--- src/rtl/mem_bus_arbiter.sv ---
// Round-robin arbiter sharing one valid/ready memory port between two masters.
// A per-transfer timeout completes hung accesses with TO_DATA and pulses to_err.
module mem_bus_arbiter #(
  parameter int unsigned   AW        = 32,
  parameter int unsigned   DW        = 32,
  parameter int unsigned   TO_CYCLES = 1024,
  parameter logic [DW-1:0] TO_DATA   = '1
) (
  input  logic            clk,
  input  logic            rst_n,
  input  logic [AW-1:0]   m0_addr,
  input  logic [DW-1:0]   m0_dout,
  output logic [DW-1:0]   m0_din,
  input  logic            m0_wr,
  input  logic [DW/8-1:0] m0_lane,
  input  logic            m0_valid,
  output logic            m0_ready,
  input  logic [AW-1:0]   m1_addr,
  input  logic [DW-1:0]   m1_dout,
  output logic [DW-1:0]   m1_din,
  input  logic            m1_wr,
  input  logic [DW/8-1:0] m1_lane,
  input  logic            m1_valid,
  output logic            m1_ready,
  output logic [AW-1:0]   s_addr,
  output logic [DW-1:0]   s_dout,
  input  logic [DW-1:0]   s_din,
  output logic            s_wr,
  output logic [DW/8-1:0] s_lane,
  output logic            s_valid,
  input  logic            s_ready,
  output logic [1:0]      grant,
  output logic            to_err
);
  localparam int unsigned   CW      = (TO_CYCLES > 2) ? $clog2(TO_CYCLES) : 1;
  localparam logic [CW-1:0] TO_LAST = CW'(TO_CYCLES - 1);

  typedef enum logic {S_IDLE, S_BUSY} state_t;

  state_t        r_state;
  logic          r_owner;
  logic          r_last;
  logic [CW-1:0] r_to_cnt;

  logic w_busy, w_sel, w_own_valid, w_timeout, w_done, w_pick;

  always_comb begin
    w_busy      = (r_state == S_BUSY);
    w_sel       = w_busy & r_owner;
    w_own_valid = r_owner ? m1_valid : m0_valid;
    w_timeout   = w_busy & (r_to_cnt == TO_LAST);
    // An owner that dropped valid gets no ready, even on the timeout cycle.
    w_done      = w_busy & w_own_valid & (s_ready | w_timeout);
    w_pick      = (m0_valid & m1_valid) ? ~r_last : m1_valid;
  end

  always_comb begin
    s_addr   = w_sel ? m1_addr : m0_addr;
    s_dout   = w_sel ? m1_dout : m0_dout;
    s_wr     = w_sel ? m1_wr   : m0_wr;
    s_lane   = w_sel ? m1_lane : m0_lane;
    s_valid  = w_busy & w_own_valid & ~w_timeout;
    m0_ready = w_done & ~r_owner;
    m1_ready = w_done & r_owner;
    m0_din   = w_timeout ? TO_DATA : s_din;
    m1_din   = w_timeout ? TO_DATA : s_din;
    grant    = w_busy ? {r_owner, ~r_owner} : 2'b00;
    to_err   = w_timeout & w_own_valid;
  end

  always_ff @(posedge clk) begin
    if (!rst_n) begin
      r_state  <= S_IDLE;
      r_owner  <= 1'b0;
      r_last   <= 1'b1;
      r_to_cnt <= '0;
    end else begin
      case (r_state)
        S_IDLE: begin
          if (m0_valid | m1_valid) begin
            r_state  <= S_BUSY;
            r_owner  <= w_pick;
            r_to_cnt <= '0;
          end
        end
        S_BUSY: begin
          if (w_done) begin
            r_state <= S_IDLE;
            r_last  <= r_owner;
          end else if (!w_own_valid) begin
            r_state <= S_IDLE;
          end else begin
            r_to_cnt <= r_to_cnt + CW'(1);
          end
        end
        default: r_state <= S_IDLE;
      endcase
    end
  end
endmodule

--- config.mk ---
export PLATFORM = sky130hd
export DESIGN_NAME = mem_bus_arbiter
export DESIGN_NICKNAME = d
export VERILOG_FILES = /design/src/rtl/mem_bus_arbiter.sv
export SDC_FILE = /design/constraint.sdc
export NUM_CORES = 1
export LEC_CHECK = 0
export ABC_AREA = 1
export BUFFER_PORTS_ARGS = -buffer_cell sky130_fd_sc_hd__buf_4
export CAP_MARGIN = 20
export CORE_AREA = 4 4 118 120
export CTS_CLUSTER_DIAMETER = 80
export DETAILED_ROUTE_END_ITERATION = 10
export DIE_AREA = 0 0 122 124
export SYNTH_ARGS = -nofsm -noshare
export SYNTH_HDL_FRONTEND = slang
export SYNTH_SLANG_ARGS = --single-unit
--- constraint.sdc ---
create_clock -name clk -period 1.8 [get_ports clk]
set_input_delay 0.09 -clock clk [delete_from_list [all_inputs] [get_ports clk]]
set_output_delay 0.09 -clock clk [all_outputs]
set_load 0.05 [all_outputs]
## Word level (Yosys, flattened, before mapping)

Cells that the tools add are included.

| storage, ports and cells | value |
|---|---|
| word-level logic and storage cells | 43 |
| input port bits | 175 |
| flip-flop bits (word level) | 13 |
| output and inout bits | 139 |

| operators by class | value |
|---|---|
| add/sub/neg operators | 1 |
| reductions and logical operators | 3 |
| bitwise gates (word level) | 15 |
| multiplexer cells | 16 |
| equality and inequality tests | 4 |

Operator list:

| cell | number |
|---|---|
| $mux 32 | 3 |
| $mux 10 | 3 |
| $pmux 10 s2 | 1 |
| $add 10x1->10 const B | 1 |
| $eq 10x10->1 const B | 1 |
| $and 1x1->1 | 9 |
| $mux 1 | 6 |
| $mux 4 | 1 |
| $ne 2x2->1 const B | 2 |
| $not 1->1 | 4 |
| $reduce_and 2->1 | 2 |
| $reduce_and 3->1 | 1 |
| $mux 2 | 1 |
| $ne 2x1->1 const B | 1 |
| $or 1x1->1 | 2 |
| $pmux 1 s2 | 1 |

## Longest topological paths before layout

| depth | value |
|---|---|
| depth after elaboration | 6 |
| gate-level depth with buffers | 10 |
| gate-level depth less buffers | 10 |

## Worst setup path after synthesis

No wires, ideal clock.

| path | value |
|---|---|
| path kind | register to output |
| from | reg r_to_cnt[0] |
| to | out m1_din[10] |
| path buffers | 2 |
| required time | 1710 ps |
| arrival time | 1782 ps |
| path slack | -72 ps |
| cell stages (with the launch flop) | 8 |
| path through | dfxtp_1 > ha_1 > nand2_1 > nor2_4 > nand3_4 > buf_1 > nand2_1 > buf_4 |

| on the way | value |
|---|---|
| cells in the longest elaborated chain, start to end | 3 |

RTL lines:

| what | RTL line | RTL |
|---|---|---|
| from (decl) | 43 | `logic [CW-1:0] r_to_cnt;` |
| from (signal assigned) | 93 | `r_to_cnt <= r_to_cnt + CW'(1);` |
| $eq 10x10->1 | 51 | `w_timeout = w_busy & (r_to_cnt == TO_LAST);` |
| $and 1x1->1 | 51 |  |
| $mux 32 | n/a |  |
| to (decl) | 20 | `output logic [DW-1:0] m1_din,` |

Every way passes these cells.

## Final worst setup path

| path | value |
|---|---|
| from | reg r_to_cnt[0] |
| to | out m0_din[21] |

| on the way | value |
|---|---|
| cells in the longest elaborated chain, start to end | 3 |

RTL lines:

| what | RTL line | RTL |
|---|---|---|
| $eq 10x10->1 | 51 |  |
| $and 1x1->1 | 51 |  |
| $mux 32 | 65 | `m0_din = w_timeout ? TO_DATA : s_din;` |
| to (decl) | 13 | `output logic [DW-1:0] m0_din,` |

Every way passes these cells.

==> flow_metrics.env <==
export IMPL_outcome="finished, final reports clean"
export IMPL_drtIter0Drc=105
export IMPL_overflow=0
export IMPL_die_w_um=122
export IMPL_dr_pass1_iters=4
export IMPL_leakage_nw=2.92
export IMPL_clock_latency_ps=250
export IMPL_grt_pass1_vias=3129
export IMPL_antenna_found_initial=0
export IMPL_ff2ff_path_depth=9
export IMPL_slew_viol_final=0
export IMPL_fin_nets=895
export IMPL_utilization=0.383
export IMPL_synth_cell_area_sq_um=2120
export IMPL_layout_commonest_cell="buf_4"
export IMPL_ctsHoldBuffers=0
export IMPL_relSlewSlack=0.779
export IMPL_grtUsageMet1=0.145
export IMPL_r2r_start="r_to_cnt[0]"
export IMPL_grt_max_degree=62
export IMPL_sequentialPowerShare=0.128
export IMPL_gr_usage_met2=0.220
export IMPL_rrSetupSlack_ps=190
export IMPL_cts_sinks=13
export IMPL_yosysTopAreaCellShare=0.479
export IMPL_ir_worst_vdd_mv=0.245
export IMPL_grt_met3_usage=0.0268
export IMPL_cts_max_path_buffers=2
export IMPL_grt_busiest_layer="met2"
export IMPL_area_delta_synth_final_pct=135
export IMPL_layout_common_cells="256 x buf_4, 239 x nand2_1, 59 x buf_6"
export IMPL_hold_viol=0
export IMPL_synthTopCellsByArea="nand2_1 48%, dfxtp_1 12%, buf_4 11%, inv_1 8.0%, nor2_1 2.8%"
export IMPL_setup_violations=0
export IMPL_avgRoutedWirePerCell_um=13.2
export IMPL_holdPathEnd="r_last"
export IMPL_place_inst=884
export IMPL_fin_hold_ws_ps=79.0
export IMPL_clk_pin_slew_ps=40
export IMPL_power_switching_w=0.00118
export IMPL_drive_above_1_share=0.529
export IMPL_critPathArrivalTime_ps=1640
export IMPL_p_int_w=0.00122
export IMPL_start_util=0.163
export IMPL_power_density_nw_per_um2=482
export IMPL_io_buffers=313
export IMPL_drc_errors=0
export IMPL_cts_root_buffer="clkbuf_16"
export IMPL_regToRegEndpoint="r_to_cnt[1]"
export IMPL_core_sq_um=13000
export IMPL_synthesis_nets=616
export IMPL_track_usage=0.120
export IMPL_vias=3457
export IMPL_cp_start_kind="flop"
export IMPL_synth_warning_count=0
export IMPL_cap_violations=0
export IMPL_crit_required_ps=1710
export IMPL_fmax_ghz=0.576
export IMPL_dpl_hpwl_um=9110
export IMPL_min_period_ps=1730
export IMPL_netSwitchingFraction=0.492
export IMPL_die_h_um=124
export IMPL_cts_buffers=3
export IMPL_place_congestion=0.814
export IMPL_power_total_w=0.00240
export IMPL_vias_per_cell=3.87
export IMPL_synth_avg_cell_area_sq_um=4.81
export IMPL_yosys_area_top_type="nand2_1"
export IMPL_endpoint_kind="output pin"
export IMPL_htree_levels=1
export IMPL_synthDistinctLibCells=24
export IMPL_p_clk_frac=0.180
export IMPL_top_level_ports=314
export IMPL_finalCritPeriodShare=0.964
export IMPL_hold_class="input pin to flop"
export IMPL_final_cells=894
export IMPL_drt_wl_total_um=11800
export IMPL_diodes=0
export IMPL_worstHoldStart="rst_n"
export IMPL_antenna_left=0
export IMPL_rsz0062_at_grt="yes"
export IMPL_path_class="flop to output pin"
export IMPL_synthCells=440
export IMPL_cts_tree="yes"
export IMPL_worst_slew_pin_slew_ps=331
export IMPL_hold_path_cell_count=2
export IMPL_yosysSeqAreaShare=0.123
export IMPL_ys_ff_latch=13
export IMPL_path_max_fanout=8
export IMPL_comb_power_share=0.692
export IMPL_rows=42
export IMPL_fin_skew_ps=1.78
export IMPL_dieArea_sq_um=15100
export IMPL_grt_pass1_wl_um=14900
state kept, by name, summed over array words and instances, names as in the netlist:
register / flops
r_last: 1
r_owner: 1
r_state: 1
r_to_cnt: 10
power by group through the flow:
stage | clock, W | combinational [W] | sequential [W]
floorplan | 0 | 0.000974 | 0.000309
global placement | 0 | 0.00158 | 0.000311
CTS | 0.000440 | 0.00159 | 0.000306
finish | 0.000431 | 0.00166 | 0.000307
detailed placement | 0 | 0.00158 | 0.000311
global route | 0.000456 | 0.00175 | 0.000307
worst max-delay path by stage:
stage,startpoint,to,slack [ps]
after global placement,r_to_cnt[0],m0_din[22],160
after detailed placement,r_to_cnt[0],m0_din[22],140
after CTS,r_to_cnt[0],m1_din[0],-6
final,r_to_cnt[0],m0_din[21],70
after global routing,r_to_cnt[0],m1_din[2],-20
after floorplan,r_to_cnt[0],m1_din[10],-70
kinds of logic (layout without fill, tap and decap cells):
kind of cell | after synthesis | in the layout | synth area share
compound gates | 16 | 16 | 0.0408
buf+inv | 99 | 377 | 0.237
fa+ha+maj | 1 | 1 | 0.00591
simple gates | 311 | 311 | 0.594
flops | 13 | 13 | 0.123
through the flow:
step / TNS [ps] / setup WS, ps / area, sq um
after global placement: 0 / 161 / 4430
after detailed placement: 0 / 143 / 4430
final: 0 / 65.3 / 4970
after CTS: -27.7 / -5.62 / 4560
after global routing: -169 / -19.1 / 4970
after floorplan: -2150 / -71.5 / 2120
worst max-delay path, cell delays in order (launching register included):
cell and delay, ps:
dfxtp_4 360, ha_4 140, nand2_2 70, nor2_4 120
nand3_4 190, buf_12 210, nand2_1 90, buf_4 210
repair_timing:
action,4_1_cts,5_1_grt
buffers inserted,1,2
pin swaps,1,2
gates cloned,0,3
endpoints found under the setup margin,64,67
gates resized for setup,11,101
area by class of cell:
cell class                      instances  area, sq um
Fill cell                            1377         8010
Timing Repair Buffer                  324         2760
Multi-Input combinational cell        328         1470
Sequential cell                        13          269
Tap cell                              176          220
Inverter                               49          184
Clock buffer                            4         78.8
per-layer routing:
layer / routed length [um] / share of wire
met2: 6080 / 0.52
met4: 91 / 0.0077
met5: 0 / 0
met1: 4530 / 0.38
met3: 1080 / 0.092
Yosys cell counts, drive strengths merged:
cell and instances:
o21bai 1, clkbuf 13, nor2 19, a21oi 11, dfxtp 13, nand3 14, nand2 273, buf 37
inv 49, ha 1, nor3b 3, a31o 1, o21ai 3, nand4 2
Power figures use the tool's default switching activity.
